===== src/rtl/id_ex_stage_pkg.sv =====
// id_ex_stage_pkg: shared widths, ALU encodings and the ID/EX control word
package id_ex_stage_pkg;
   localparam int XLEN = 32;
   localparam int REGW = 5;
   typedef enum logic [3:0] {
      ALU_AND  = 4'b0000,
      ALU_OR   = 4'b0001,
      ALU_ADD  = 4'b0010,
      ALU_SUB  = 4'b0011,
      ALU_XOR  = 4'b0100,
      ALU_SLT  = 4'b0101,
      ALU_SLTU = 4'b0110,
      ALU_SLL  = 4'b0111,
      ALU_SRL  = 4'b1000,
      ALU_SRA  = 4'b1001
   } alu_op_e;
   typedef struct packed {
      logic       valid;
      logic [3:0] alu_op;
      logic       src_a_pc;
      logic       src_b_imm;
      logic       reg_write;
      logic       mem_read;
      logic       mem_write;
   } ctrl_t;
   localparam ctrl_t BUBBLE = '0;
endpackage


===== src/rtl/id_ex_stage_fwd_mux.sv =====
// fwd_mux: per-operand select between EX/MEM result, MEM/WB result and register-file data
module fwd_mux import id_ex_stage_pkg::*; (
   input  logic [REGW-1:0] rs,
   input  logic [XLEN-1:0] rf_data,
   input  logic [REGW-1:0] exm_rd,
   input  logic            exm_reg_write,
   input  logic [XLEN-1:0] exm_result,
   input  logic [REGW-1:0] wb_rd,
   input  logic            wb_reg_write,
   input  logic [XLEN-1:0] wb_result,
   output logic [XLEN-1:0] fwd
);
   // youngest producer wins; x0 is hardwired zero so it is never forwarded
   always_comb
      fwd = (exm_reg_write && exm_rd != '0 && exm_rd == rs) ? exm_result :
            (wb_reg_write && wb_rd != '0 && wb_rd == rs)    ? wb_result  : rf_data;
endmodule


===== src/rtl/id_ex_stage.sv =====
// id_ex_stage: ID/EX pipeline register with operand forwarding and load-use bubbles
module id_ex_stage import id_ex_stage_pkg::*; (
   input  logic            clk,
   input  logic            rst_n,
   input  logic            id_valid,
   input  logic [XLEN-1:0] id_pc,
   input  logic [XLEN-1:0] id_rs1_data,
   input  logic [XLEN-1:0] id_rs2_data,
   input  logic [XLEN-1:0] id_imm,
   input  logic [REGW-1:0] id_rs1,
   input  logic [REGW-1:0] id_rs2,
   input  logic [REGW-1:0] id_rd,
   input  logic [3:0]      id_alu_op,
   input  logic            id_src_a_pc,
   input  logic            id_src_b_imm,
   input  logic            id_reg_write,
   input  logic            id_mem_read,
   input  logic            id_mem_write,
   input  logic            stall_in,
   input  logic            flush,
   input  logic [REGW-1:0] exm_rd,
   input  logic            exm_reg_write,
   input  logic [XLEN-1:0] exm_result,
   input  logic [REGW-1:0] wb_rd,
   input  logic            wb_reg_write,
   input  logic [XLEN-1:0] wb_result,
   output logic            hazard_stall,
   output logic            ex_valid,
   output logic [3:0]      ex_alu_op,
   output logic [XLEN-1:0] ex_ina,
   output logic [XLEN-1:0] ex_inb,
   output logic [XLEN-1:0] ex_store_data,
   output logic [REGW-1:0] ex_rd,
   output logic            ex_reg_write,
   output logic            ex_mem_read,
   output logic            ex_mem_write,
   output logic [XLEN-1:0] ex_pc
);
   ctrl_t           ctrl;
   ctrl_t           id_ctrl;
   logic [XLEN-1:0] pc;
   logic [XLEN-1:0] rs1_data;
   logic [XLEN-1:0] rs2_data;
   logic [XLEN-1:0] imm;
   logic [REGW-1:0] rs1;
   logic [REGW-1:0] rs2;
   logic [REGW-1:0] rd;
   logic [XLEN-1:0] fwd1;
   logic [XLEN-1:0] fwd2;

   assign id_ctrl = '{valid: id_valid, alu_op: id_alu_op, src_a_pc: id_src_a_pc,
                      src_b_imm: id_src_b_imm, reg_write: id_reg_write,
                      mem_read: id_mem_read, mem_write: id_mem_write};

   // a load in EX cannot forward its data yet, so a dependent decode instruction must wait
   assign hazard_stall = ctrl.valid & ctrl.mem_read & (rd != '0) & id_valid &
                         ((id_rs1 == rd) | (id_rs2 == rd));

   // flush beats hold; a bubble on hazard leaves data fields as they were
   always_ff @(posedge clk or negedge rst_n)
      if (!rst_n) begin
         ctrl     <= BUBBLE;
         pc       <= '0;
         rs1_data <= '0;
         rs2_data <= '0;
         imm      <= '0;
         rs1      <= '0;
         rs2      <= '0;
         rd       <= '0;
      end else if (flush || (!stall_in && hazard_stall)) begin
         ctrl <= BUBBLE;
      end else if (!stall_in) begin
         ctrl     <= id_ctrl;
         pc       <= id_pc;
         rs1_data <= id_rs1_data;
         rs2_data <= id_rs2_data;
         imm      <= id_imm;
         rs1      <= id_rs1;
         rs2      <= id_rs2;
         rd       <= id_rd;
      end

   fwd_mux u_fwd1 (.rs(rs1), .rf_data(rs1_data), .exm_rd(exm_rd), .exm_reg_write(exm_reg_write),
                   .exm_result(exm_result), .wb_rd(wb_rd), .wb_reg_write(wb_reg_write),
                   .wb_result(wb_result), .fwd(fwd1));
   fwd_mux u_fwd2 (.rs(rs2), .rf_data(rs2_data), .exm_rd(exm_rd), .exm_reg_write(exm_reg_write),
                   .exm_result(exm_result), .wb_rd(wb_rd), .wb_reg_write(wb_reg_write),
                   .wb_result(wb_result), .fwd(fwd2));

   assign ex_valid      = ctrl.valid;
   assign ex_alu_op     = ctrl.valid ? ctrl.alu_op : ALU_AND;
   assign ex_reg_write  = ctrl.valid & ctrl.reg_write;
   assign ex_mem_read   = ctrl.valid & ctrl.mem_read;
   assign ex_mem_write  = ctrl.valid & ctrl.mem_write;
   assign ex_ina        = ctrl.src_a_pc ? pc : fwd1;
   assign ex_inb        = ctrl.src_b_imm ? imm : fwd2;
   assign ex_store_data = fwd2;
   assign ex_rd         = rd;
   assign ex_pc         = pc;
endmodule


===== config.mk =====
export PLATFORM = sky130hd
export DESIGN_NAME = id_ex_stage
export DESIGN_NICKNAME = d
export VERILOG_FILES = /design/src/rtl/id_ex_stage_pkg.sv /design/src/rtl/id_ex_stage_fwd_mux.sv /design/src/rtl/id_ex_stage.sv
export SDC_FILE = /design/constraint.sdc
export NUM_CORES = 1
export LEC_CHECK = 0
export CORE_ASPECT_RATIO = 2
export CORE_MARGIN = 4
export CORE_UTILIZATION = 40
export DETAILED_ROUTE_END_ITERATION = 10
export PLACE_DENSITY_LB_ADDON = 0.15
export SETUP_SLACK_MARGIN = 0.5
export SYNTH_ARGS = -nofsm -noshare
export SYNTH_HDL_FRONTEND = slang
export SYNTH_SLANG_ARGS = --single-unit

===== constraint.sdc =====
create_clock -name clk -period 2.56 [get_ports clk]
set_clock_uncertainty 0.1 [all_clocks]
set_input_delay 0.384 -clock clk [delete_from_list [all_inputs] [get_ports clk]]
set_output_delay 0.384 -clock clk [all_outputs]
set_load 0.01 [all_outputs]

==> reports/metrics.yaml <==
final_util_pct: 87.5
powerDensity_mw_per_mm2: 532
final_common_cell: "clkdlybuf4s50_1"
initial_core_util_pct: 40.8
multiInputGateArea_mm2: 0.00640
syn_nets: 1099
ys_async_sr_fraction_pct: 100
grt.total_usage_pct: 36.9
fp.dieW_um: 112
clockBufferDepth: 2
register_area_mm2: 0.00384
syn_inst: 866
worst-r2r-cell-count: 8
status: "finished, violations left"
p_leak_uw: 0.00804
wire_per_inst_um: 28.7
drcViolationCount: 0
num_vias: 10500
drt_iter0_markers: 876
design_area_mm2: 0.0184
vdd_drop_max_mv: 0.461
arrival_ps: 2580
finalSetupTns_ps: -32060
dieArea_mm2: 0.0240
ys_types: 37
rr_endpoint: "rs1_data[15]$_DFFE_PN0P_"
grt_pass1_wl_um: 67000
cts_tree: "built"
r2r_setup_slack_ps: 10
final_cell_mix: "clkdlybuf4s50_1, dfrtp_1, mux2_4"
overflow: 0
yosys_most_used_dff: "dfrtp_1"
yosysWarnings: 0
avgSynthCellArea_um2: 9.90
max_freq_mhz: 326
timing.setup.critical_path_class: "reg -> out"
power.total_uw: 9780
crit_required_ps: 2080
cp_max_fo: 7
clkTransAtPathRegs_ps: 60
core_area_mm2: 0.0210
final_antenna_net_count: 0
tightest_slew_ps: 649
synth_area_mm2: 0.00857
setup_ws_ps: -508
numCtsBuffers: 17
wl_um: 50200
maxCapViolations: 0
hold_violations: 0
synth_edf_count: 0
finalCritPeriodShare_pct: 120
rows: 75
rsz0062_at_grt: "true"
first_pass_iters: 7
r2r_start: "ex_rd[3]$_DFFE_PN0P_"
vias_per_cell: 5.97
fill_cells: 924
io_buffers: 374
gp_congestion: 0.900
antenna_found_initial: 13
min_period_ps: 3070
placed_cell_area_mm2: 0.0147
clock-sinks: 153
maxSlewViolCount: 0
ys_seq_elements: 153
clk_latency_ps: 440
drive_gt1_share_pct: 54.1
fp.dieH_um: 215
clockRootBuffer: "clkbuf_16"
cts.htree.levels: 4
startpoint_type: "flip-flop"
cp-end-kind: "output port"
grt_pass1_vias: 11000
nets: 1691
slew_headroom_pct: 56.7
dpl.hpwl_um: 27800
area_growth_pct: 115
holdCritPathClass: "in -> async"
final-setup-viol-count: 96
yosysSeqAreaShare_pct: 44.7
grt_start_max_net_pins: 54
violations: "setup timing"
io_pins: 375
-- cell type report --
| type | count | share of cell area (%) |
|---|---|---|
| antenna | 13 | 0.177 |
| clock buffer | 22 | 2.52 |
| clock inverter | 9 | 0.939 |
| inverter | 65 | 1.35 |
| multi-input combinational | 576 | 34.8 |
| sequential | 153 | 20.9 |
| tap | 269 | 1.83 |
| timing repair buffer | 645 | 37.5 |
-- cells in the mapped netlist (all sizes together), types with 2 or more instances --
cell type	n	area [µm²]
dfrtp	153	3830
mux2	111	1250
nand2	75	284
nor2	66	248
nor3	65	325
inv	64	240
buf	44	308
o22ai	35	219
a21oi	33	165
a211oi	32	240
a221oi	32	280
mux2i	32	320
o31ai	32	240
xnor2	29	254
clkbuf	28	105
a32o	8	80.1
and2	7	43.8
nand3	4	20.0
or4	3	22.5
o211a	2	20.0
-- metal layers --
layer | share of wire, % | vias up | global-route usage, %
met3 | 6.7 | 251 | 8.78
met4 | 9.1 | 0 | 26.5
met5 | 0 | - | 0
li1 | - | 4295 | -
met1 | 33 | 5193 | 37.2
met2 | 51 | 727 | 65.6
-- state kept, by name (all words and copies together) (netlist names), 5 cells and up --
name and count:
ex_pc 32, imm 32, rs1_data 32, rs2_data 32, ctrl 9, ex_rd 5
rs1 5, rs2 5
-- power breakdown --
group          internal, µW  switching (µW)
combinational          2180            1670
sequential             2760             351
clock                  1770            1050
total                  6710            3070
-- worst max-delay path, stage by stage, from the launching register on --
cell and delay, ps:
dfrtp_1 420, buf_4 150, buf_6 120, xnor2_2 140
o211a_4 220, nand2_8 110, buf_12 170, buf_8 140
nor3_1 400, a221oi_2 90, buf_4 190
-- cells by family (layout without fill, tap and decap cells) --
kind of cell	after synthesis	after routing	share of synthesized area, %
and+or+nand+nor	226	226	11.5
AOI/OAI and AO/OA	178	178	14.9
DFF	153	153	44.7
muxes	143	143	18.3
buffers and inverters	137	741	7.66
xor gates and xnor gates	29	29	2.96
other	0	13	0
-- worst max path at each step --
stage / startpoint / end / slack [ps] / cells after the start
6_report: rs2[0]$_DFFE_PN0P_ / ex_inb[12] / -510 / 10
5_1_grt: rs1[1]$_DFFE_PN0P_ / ex_ina[16] / -560 / 10
4_1_cts: rs2[0]$_DFFE_PN0P_ / ex_inb[26] / -420 / 9
3_5_place_dp: wb_rd[4] / ex_ina[13] / -890 / 8
3_3_place_gp: wb_rd[4] / ex_ina[7] / -870 / 8
2_1_floorplan: wb_rd[4] / ex_ina[21] / 230 / 7
-- timing repair --
| item | 4_1_cts | 5_1_grt |
|---|---|---|
| resized for setup | 638 | 175 |
| hold buffers | 1 | 0 |
| setup buffers | 90 | 31 |
| cloned | 25 | 2 |
| hold endpoints to repair | 45 | 0 |
| pin swaps | 57 | 30 |
| endpoints found under the setup margin | 249 | 249 |
-- through the flow --
step	instances	hold WS [ps]	worst slack, ps
finish	1752	384	-508
global route	1752	417	-565
CTS	1706	376	-417
detailed placement	1559	277	-889
global placement	1559	274	-869
floorplan	866	-11.6	225
Note: power is estimated with default switching activity, not from simulation.
